<file path="config.mk">
export PLATFORM = sky130hd
export DESIGN_NAME = mapper_loader
export DESIGN_NICKNAME = d
export VERILOG_FILES = /design/src/rtl/mapper_loader.sv
export SDC_FILE = /design/constraint.sdc
export NUM_CORES = 1
export LEC_CHECK = 0
export BUFFER_PORTS_ARGS = -buffer_cell sky130_fd_sc_hd__clkbuf_2
export CAP_MARGIN = 5
export CORE_ASPECT_RATIO = 0.5
export CORE_UTILIZATION = 55
export CTS_CLUSTER_DIAMETER = 150
export DETAILED_ROUTE_END_ITERATION = 16
export GPL_ROUTABILITY_DRIVEN = 0
export PLACE_DENSITY = 0.77
export SLEW_MARGIN = 10
export SYNTH_ARGS = -nofsm -noshare
export SYNTH_HDL_FRONTEND = slang
export SYNTH_SLANG_ARGS = --single-unit
</file>
<file path="constraint.sdc">
create_clock -name clock -period 2.4 [get_ports clock]
set_input_delay 0.24 -clock clock [delete_from_list [all_inputs] [get_ports clock]]
set_output_delay 0.24 -clock clock [all_outputs]
set_load 0.005 [all_outputs]
</file>
<file path="src/rtl/mapper_loader.sv">
`default_nettype none
// ============================================================================
// Module   : mapper_loader
// Purpose  : Parses a byte stream (CMD, START, COUNT, COUNT+1 data bytes)
//            and turns it into one-cycle writes to the gamma mapper stage.
//            CMD[1:0] picks the channel (1=R, 2=G, 3=B, 0=all). Channel 0
//            write commands are consumed and rejected with an error pulse.
//            CMD[7] requests the identity table fill.
// Config   : `MAPPER_LOADER_IDENTITY_EN enables the identity op. When the
//            macro is undefined, an identity command is rejected with an
//            error pulse and nothing is written.
// Ports    : clock      - single clock, all logic on posedge
//            reset      - asynchronous, active-high
//            in_valid   - command/data byte present
//            in_data    - command/data byte
//            in_ready   - byte accepted when in_valid & in_ready
//            mapperconf - {conf, position, data} write to the mapper stage
//            busy       - high in any state other than IDLE
//            done       - one-cycle pulse on command completion
//            error      - one-cycle pulse on a rejected command
// Revision : 1.0 - initial release
// ============================================================================

`ifndef MAPPER_CONF_RED
  `define MAPPER_CONF_RED   8'h01
`endif
`ifndef MAPPER_CONF_GREEN
  `define MAPPER_CONF_GREEN 8'h02
`endif
`ifndef MAPPER_CONF_BLUE
  `define MAPPER_CONF_BLUE  8'h03
`endif

module mapper_loader #(
  parameter logic [7:0] IDLE_CONF = 8'h00
) (
  input  logic        clock,
  input  logic        reset,
  input  logic        in_valid,
  input  logic [7:0]  in_data,
  output logic        in_ready,
  output logic [23:0] mapperconf,
  output logic        busy,
  output logic        done,
  output logic        error
);

  typedef enum logic [2:0] {
    S_IDLE      = 3'd0,
    S_GET_START = 3'd1,
    S_GET_COUNT = 3'd2,
    S_DATA      = 3'd3,
`ifdef MAPPER_LOADER_IDENTITY_EN
    S_DISCARD   = 3'd4,
    S_IDENT     = 3'd5
`else
    S_DISCARD   = 3'd4
`endif
  } state_t;

  localparam logic [23:0] c_idle_word = {IDLE_CONF, 16'h0000};

  state_t      r_state;
  logic [1:0]  r_chan;
  logic [7:0]  r_index;
  logic [7:0]  r_remaining;
  logic [23:0] r_conf;
  logic        r_busy;
  logic        r_done;
  logic        r_error;
  // Low through reset, high from the first edge after release.
  logic        r_started;
`ifdef MAPPER_LOADER_IDENTITY_EN
  // Channel-0 identity walks R, G, B in turn.
  logic        r_ident_all;
`endif

  logic        w_accept;

  function automatic logic [7:0] chan_code(input logic [1:0] ch);
    case (ch)
      2'd1:    chan_code = `MAPPER_CONF_RED;
      2'd2:    chan_code = `MAPPER_CONF_GREEN;
      2'd3:    chan_code = `MAPPER_CONF_BLUE;
      default: chan_code = IDLE_CONF;
    endcase
  endfunction

`ifdef MAPPER_LOADER_IDENTITY_EN
  assign in_ready = r_started && (r_state != S_IDENT);
`else
  assign in_ready = r_started;
`endif
  assign w_accept   = in_valid && in_ready;
  assign mapperconf = r_conf;
  assign busy       = r_busy;
  assign done       = r_done;
  assign error      = r_error;

  always_ff @(posedge clock or posedge reset) begin
    if (reset) begin
      r_state     <= S_IDLE;
      r_chan      <= 2'd0;
      r_index     <= 8'h00;
      r_remaining <= 8'h00;
      r_conf      <= c_idle_word;
      r_busy      <= 1'b0;
      r_done      <= 1'b0;
      r_error     <= 1'b0;
      r_started   <= 1'b0;
`ifdef MAPPER_LOADER_IDENTITY_EN
      r_ident_all <= 1'b0;
`endif
    end else begin
      r_started <= 1'b1;
      // Writes and pulses last exactly one cycle unless re-asserted below.
      r_conf    <= c_idle_word;
      r_done    <= 1'b0;
      r_error   <= 1'b0;

      case (r_state)
        S_IDLE: begin
          if (w_accept) begin
            if (in_data[7]) begin
`ifdef MAPPER_LOADER_IDENTITY_EN
              r_state     <= S_IDENT;
              r_busy      <= 1'b1;
              r_index     <= 8'h00;
              r_ident_all <= (in_data[1:0] == 2'd0);
              r_chan      <= (in_data[1:0] == 2'd0) ? 2'd1 : in_data[1:0];
`else
              r_error <= 1'b1;
`endif
            end else begin
              r_chan  <= in_data[1:0];
              r_state <= S_GET_START;
              r_busy  <= 1'b1;
            end
          end
        end

        S_GET_START: begin
          if (w_accept) begin
            r_index <= in_data;
            r_state <= S_GET_COUNT;
          end
        end

        S_GET_COUNT: begin
          if (w_accept) begin
            r_remaining <= in_data;
            r_state     <= (r_chan == 2'd0) ? S_DISCARD : S_DATA;
          end
        end

        S_DATA: begin
          if (w_accept) begin
            r_conf  <= {chan_code(r_chan), r_index, in_data};
            r_index <= r_index + 8'd1;
            if (r_remaining == 8'h00) begin
              r_state <= S_IDLE;
              r_busy  <= 1'b0;
              r_done  <= 1'b1;
            end else begin
              r_remaining <= r_remaining - 8'd1;
            end
          end
        end

        S_DISCARD: begin
          if (w_accept) begin
            if (r_remaining == 8'h00) begin
              r_state <= S_IDLE;
              r_busy  <= 1'b0;
              r_error <= 1'b1;
            end else begin
              r_remaining <= r_remaining - 8'd1;
            end
          end
        end

`ifdef MAPPER_LOADER_IDENTITY_EN
        S_IDENT: begin
          r_conf  <= {chan_code(r_chan), r_index, r_index};
          r_index <= r_index + 8'd1;
          if (r_index == 8'hFF) begin
            if (r_ident_all && (r_chan != 2'd3)) begin
              r_chan <= r_chan + 2'd1;
            end else begin
              r_state <= S_IDLE;
              r_busy  <= 1'b0;
              r_done  <= 1'b1;
            end
          end
        end
`endif

        default: begin
          r_state <= S_IDLE;
          r_busy  <= 1'b0;
        end
      endcase
    end
  end

endmodule

`default_nettype wire
</file>
==> flow_summary.toml, run 1 <==
[status]
status = "complete, no violations"

[setup_path]
crit_arrival_ns = 2.28
required_ns = 2.59
worst_setup_path_end_kind = "flip-flop"
crit_type = "reg2reg"
rr_worst_depth = 6
critPathLaunchType = "flip-flop"
rr_endpoint = "r_remaining[1]$_DFFE_PP0P_"
cp_slowest_cell = "dfrtp_1"
max_stage_delay_ns = 0.43
cp_cell_sequence = "inv_1 -> ha_1 -> nor4b_4 -> a22oi_4 -> o21ai_4 -> mux2_4"
reg2reg_slack_ns = 0.30
r2r_start = "r_remaining[0]$_DFFE_PP0P_"
path_max_fanout = 8

[cells_and_area]
diodes = 0
mostFrequentLayoutCells = "dfrtp_1, clkbuf_2, a21oi_1, and3_1"
area_growth_pct = 14.3
drive_gt1_frac = 0.217
final_cells = 309
nets = 271
layout_commonest_cell = "dfrtp_1"

[clock_network]
cts_hold_buf = 0
clock_latency_ns = 0.30
clk_transition_reported_paths_ns = 0.08
post_cts_resized = 0
cts_tree = "built"
numClockSinks = 43
cts_buffer_depth = 2
cts_root_buf = "clkbuf_8"
cts_made_buffers = 5
cts-htree-levels = 2
cts_setup_buffers = 0

[detailed_routing]
vias_per_cell = 6.01
dr.pass1.iters = 4
wl_per_cell_um = 16.5
drc = 0
drt_iter0_drc = 85
ant_nets = 0
vias = 1856
drt-total-wl_um = 5080

[global_routing]
grt_pass1_wl_um = 8270
grt.total_usage = 0.257
grt_max_degree = 44
grt_antenna_before_repair = 0
overflow = 0
use_met3 = 0.0502
grt_pass1_vias = 1696
top_usage_layer = "met2"
use_met1 = 0.364
gr-usage-met2 = 0.406

[die]
design.portCount = 39
die_h_um = 47.2
start_util = 0.615
die_area_sq_mm = 0.00437
rows = 15
die_x_um = 92.4
core_area_sq_mm = 0.00366

[synth]
synth_ff_type = "dfrtp_1"
netlist.top_cell.by_area = "dfrtp_1"
syn_inst = 227
synthTopCellsByArea = "dfrtp_1, and3_1, a21oi_1, o21ai_0, o2bb2ai_1"
synth.cell_area_sq_mm = 0.00225
synth-seq-cells = 43
synth.yosys.seq_area_share = 0.478
synth-edff-count = 0
synth.top_cell.area_share = 0.478
avgSynthCellArea_sq_um = 9.91
yosysWarnings = 0
synthArstFlopShare = 1.00
synth_cell_type_count = 52

[sta]
finalCritPeriodShare = 0.873
finalMaxSlewViolations = 0
worst_slew_pin_slew_ns = 0.707
holdWs_ns = 0.0503
setup-tns-final_ns = 0
fmax_mhz = 477
clock_skew_ns = 0.00315
finalHoldViolations = 0
period_minus_slack_ns = 2.10
rsz0062_at_grt = "no"
final-setup-viol-count = 0
relSlewSlack = 0.529

[power_and_ir_drop]
p_clk_frac = 0.221
power_density_mw_per_mm2 = 1180
power.internal_uw = 1830
sw_frac_of_total = 0.399
leakage_uw = 0.00123
power_frac_comb = 0.414
p_switching_uw = 1220
seq_power_share = 0.366
peakVddDrop_uv = 595

[hold_path]
hold_path.class = "in2async"

[job]
maxCapViolCount = 0

[place]
port_buffers = 32
dp.cells = 301
hpwl_um = 3410
## stage by stage
step | power, uW | util | setup WS (ns) | instance area (sq um)
floorplan | 2010 | - | 0.559 | 2270
global placement | 2280 | 0.667 | 0.433 | 2440
detailed placement | 2340 | 0.667 | 0.339 | 2440
CTS | 3020 | 0.703 | 0.318 | 2570
global route | 3220 | 0.703 | 0.175 | 2570
finish | 3050 | 0.703 | 0.305 | 2570
## power groups by stage
stage / logic, uW / registers [uW] / clock network [uW]
after floorplan: 938 / 1080 / 0
after global placement: 1180 / 1100 / 0
after detailed placement: 1220 / 1120 / 0
after CTS: 1240 / 1110 / 671
after global routing: 1380 / 1140 / 703
final: 1260 / 1110 / 672
## worst max path at each step
stage                          startpoint                    endpoint  cells past startpoint
6_report       r_remaining[0]$_DFFE_PP0P_  r_remaining[1]$_DFFE_PP0P_                      6
5_1_grt        r_remaining[0]$_DFFE_PP0P_  r_remaining[1]$_DFFE_PP0P_                      6
4_1_cts        r_remaining[0]$_DFFE_PP0P_  r_remaining[1]$_DFFE_PP0P_                      6
3_5_place_dp   r_remaining[0]$_DFFE_PP0P_  r_remaining[1]$_DFFE_PP0P_                      6
3_3_place_gp   r_remaining[0]$_DFFE_PP0P_  r_remaining[1]$_DFFE_PP0P_                      6
2_1_floorplan  r_remaining[0]$_DFFE_PP0P_  r_remaining[1]$_DFFE_PP0P_                      6
## cells in the mapped netlist, types with 2 or more instances
cell type,n
buf_2,3
nand2b_1,3
a211oi_1,2
and2_1,2
nand4_1,2
nor2_1,13
clkbuf_1,13
o32a_1,3
ha_1,3
nor3_1,9
mux2_1,2
and3_1,15
nand3_1,10
or3_1,2
a31oi_1,3
o2bb2ai_1,7
o221ai_1,6
conb_1,2
inv_1,9
o21ai_0,13
nand3b_1,2
or4_1,2
a21oi_1,17
nand2_1,7
buf_4,6
dfrtp_1,43
o22ai_1,2
a22oi_1,2
## critical path, delay by kind of cell, from the launching register on
kind,cells,cell delay (ns)
flops,1,0.43
simple gates,1,0.41
buf+inv,1,0.14
fa+ha+maj,1,0.16
compound gates,2,0.50
mux,1,0.33
## sequential cells by signal (all words and copies together) (netlist names)
name	count
r_chan	2
r_state	3
busy	1
done	1
in_ready	1
r_remaining	8
mapperconf	18
r_index	8
error	1
## logic make-up after synthesis
logic type | after synthesis | share of synthesized area
simple gates | 76 | 0.197
compound gates | 67 | 0.216
flops | 43 | 0.478
buf+inv | 32 | 0.0684
fa+ha+maj | 3 | 0.0167
mux | 3 | 0.0167
other cells | 2 | 0.00334
xor+xnor | 1 | 0.00389
## cell type report
cell class | count | area (sq um)
Clock inverter | 2 | 60.1
Sequential cell | 43 | 1080
Clock buffer | 6 | 72.6
Timing Repair Buffer | 41 | 228
Inverter | 9 | 33.8
Multi-Input combinational cell | 157 | 1040
Fill cell | 302 | 1090
Tap cell | 51 | 63.8
## per-layer routing
metal	wire length, um	part of all wire	vias to the layer above
met5	0	0	-
met4	63	0.012	0
met3	344	0.068	9
met2	2200	0.43	83
met1	2470	0.49	882
li1	-	-	882
Power figures use the tool's default switching activity.
==> run 2, diff against run 1 <==
--- a/config.mk
+++ b/config.mk
@@ -5,6 +5,7 @@
 export SDC_FILE = /design/constraint.sdc
 export NUM_CORES = 1
 export LEC_CHECK = 0
+export ABC_AREA = 1
 export BUFFER_PORTS_ARGS = -buffer_cell sky130_fd_sc_hd__clkbuf_2
 export CAP_MARGIN = 5
 export CORE_ASPECT_RATIO = 0.5
@@ -13,6 +14,7 @@
 export DETAILED_ROUTE_END_ITERATION = 16
 export GPL_ROUTABILITY_DRIVEN = 0
 export PLACE_DENSITY = 0.77
+export SKIP_LAST_GASP = 1
 export SLEW_MARGIN = 10
 export SYNTH_ARGS = -nofsm -noshare
 export SYNTH_HDL_FRONTEND = slang
==> flow_summary.toml, run 2 <==
[clock_network]
cts_tree = "built"
cts_root_buf = "clkbuf_8"
numClockSinks = 43
cts_made_buffers = 5
clk_transition_reported_paths_ns = 0.08
cts_buffer_depth = 2
cts_hold_buf = 0
clock_latency_ns = 0.29
cts-htree-levels = 2
post_cts_resized = 0
cts_setup_buffers = 0

[cells_and_area]
nets = 332
largest_reg_flops = 18
layout_commonest_cell = "nand2_1"
diodes = 0
area_growth_pct = 12.0
mostFrequentLayoutCells = "nand2_1, dfrtp_1, nor2_1, inv_1, clkbuf_2"
utilization = 0.686
drive_gt1_frac = 0.188

[place]
hpwl_um = 3420
port_buffers = 32
place_ws_ns = 0.766

[setup_path]
critPathLaunchType = "flip-flop"
rr_endpoint = "r_remaining[4]$_DFFE_PP0P_"
path_max_fanout = 21
worst_setup_path_end_kind = "flip-flop"
crit_type = "reg2reg"
rr_worst_depth = 6
crit_arrival_ns = 1.88
required_ns = 2.64
reg2reg_slack_ns = 0.75
r2r_start = "r_state[1]$_DFFE_PP0P_"

[sta]
final-setup-viol-count = 0
relSlewSlack = 0.644
clock_skew_ns = 0.00772
worst_slew_pin_slew_ns = 0.534
rsz0062_at_grt = "no"
fmax_mhz = 607
finalCritPeriodShare = 0.687
period_minus_slack_ns = 1.65
setup-tns-final_ns = 0
fin_ws_ns = 0.752
finalMaxSlewViolations = 0
finalHoldViolations = 0

[die]
die_x_um = 92.0
start_util = 0.612
die_h_um = 47.0
rows = 15
die_area_sq_mm = 0.00433
design.portCount = 39
core_area_sq_mm = 0.00364

[synth]
synth_cell_type_count = 27
yosysMostFrequentCell = "nand2_1"
yosysWarnings = 0
netlist.top_cell.by_area = "dfrtp_1"
synthTopCellsByArea = "dfrtp_1, nand2_1, nor2_1, inv_1, nand3_1"
synthArstFlopShare = 1.00
synth.top_cell.area_share = 0.483
synth-seq-cells = 43
synth.cell_area_sq_mm = 0.00223
synth-edff-count = 0
synth.yosys.seq_area_share = 0.483
syn_inst = 283
synth_commonest_cells = "nand2_1, dfrtp_1, nor2_1"
synth_ff_type = "dfrtp_1"
avgSynthCellArea_sq_um = 7.88

[detailed_routing]
drt_iter0_drc = 185
drc = 0
wl_per_cell_um = 12.9
vias_per_cell = 5.15
dr.pass1.iters = 5
met1Wirelength_um = 2370
drt-total-wl_um = 4770
wl_met3_um = 318
routed-wl-met2_um = 2050
vias = 1906
top_layer = "met4"
ant_nets = 0

[power_and_ir_drop]
leakage_uw = 0.00138
peakVddDrop_uv = 481
power_density_mw_per_mm2 = 1100

[global_routing]
grt_max_degree = 44
overflow = 0
grt_antenna_before_repair = 0
grt_pass1_wl_um = 7490
grt.total_usage = 0.234
grt_pass1_vias = 1542

[hold_path]
hold_path.class = "in2async"

[job]
maxCapViolCount = 0

[status]
status = "complete, no violations"
run 2: through the flow:
stage / hold WS (ns) / power [uW] / cell area, sq um / cells
6_report: 0.0463 / 2740 / 2500 / 370
5_1_grt: 0.0959 / 2950 / 2500 / 370
4_1_cts: 0.0664 / 2730 / 2500 / 370
3_5_place_dp: 0.385 / 2230 / 2400 / 362
3_3_place_gp: 0.377 / 2190 / 2400 / 362
2_1_floorplan: 0.357 / 2000 / 2250 / 288
run 2: how the worst max path moves through the flow:
stage	startpoint	to	slack, ns	depth (start not counted)
6_report	r_state[1]$_DFFE_PP0P_	r_remaining[4]$_DFFE_PP0P_	0.75	6
5_1_grt	r_state[1]$_DFFE_PP0P_	r_remaining[4]$_DFFE_PP0P_	0.61	6
4_1_cts	r_state[1]$_DFFE_PP0P_	r_remaining[4]$_DFFE_PP0P_	0.74	6
3_5_place_dp	r_state[1]$_DFFE_PP0P_	r_remaining[6]$_DFFE_PP0P_	0.77	6
3_3_place_gp	r_state[1]$_DFFE_PP0P_	r_remaining[3]$_DFFE_PP0P_	0.80	6
2_1_floorplan	r_remaining[0]$_DFFE_PP0P_	r_state[1]$_DFFE_PP0P_	1.07	9
run 2: where the power goes:
group          total [uW]  leakage, uW  switching (uW)  internal, uW
Combinational        1130     0.000775             754           381
Clock                 499    0.0000515             236           263
Sequential           1100     0.000558             190           912
Total                2740      0.00138            1180          1560
run 2: cell families (layout without fill, tap and decap cells):
logic type	Yosys count	after routing	synth area share
other	2	7	0.00337
adders and majority gates	3	3	0.0168
DFF	43	43	0.483
AOI/OAI and AO/OA	35	35	0.0926
buffers and inverters	47	78	0.100
and+or+nand+nor	153	153	0.304
run 2: cell type report:
cell class,count,area (sq um)
fillers,320,1140
repair buffers,33,168
multi-input cells,198,948
well taps,51,63.8
flip-flops and latches,43,1080
clock buffers,8,100
inverters,37,140
run 2: worst max-delay path, cell delays in order (launching register included):
cell     delay [ns]
dfrtp_1        0.53
nand3_4        0.29
nand2_4        0.25
nand2_2        0.11
a21oi_4        0.25
nand2_1        0.09
nand2_1        0.06
run 2: layer usage:
layer,track usage,up-vias
li1,-,945
met1,0.337,886
met2,0.360,71
met3,0.0534,4
met4,0.0688,0
met5,0,-
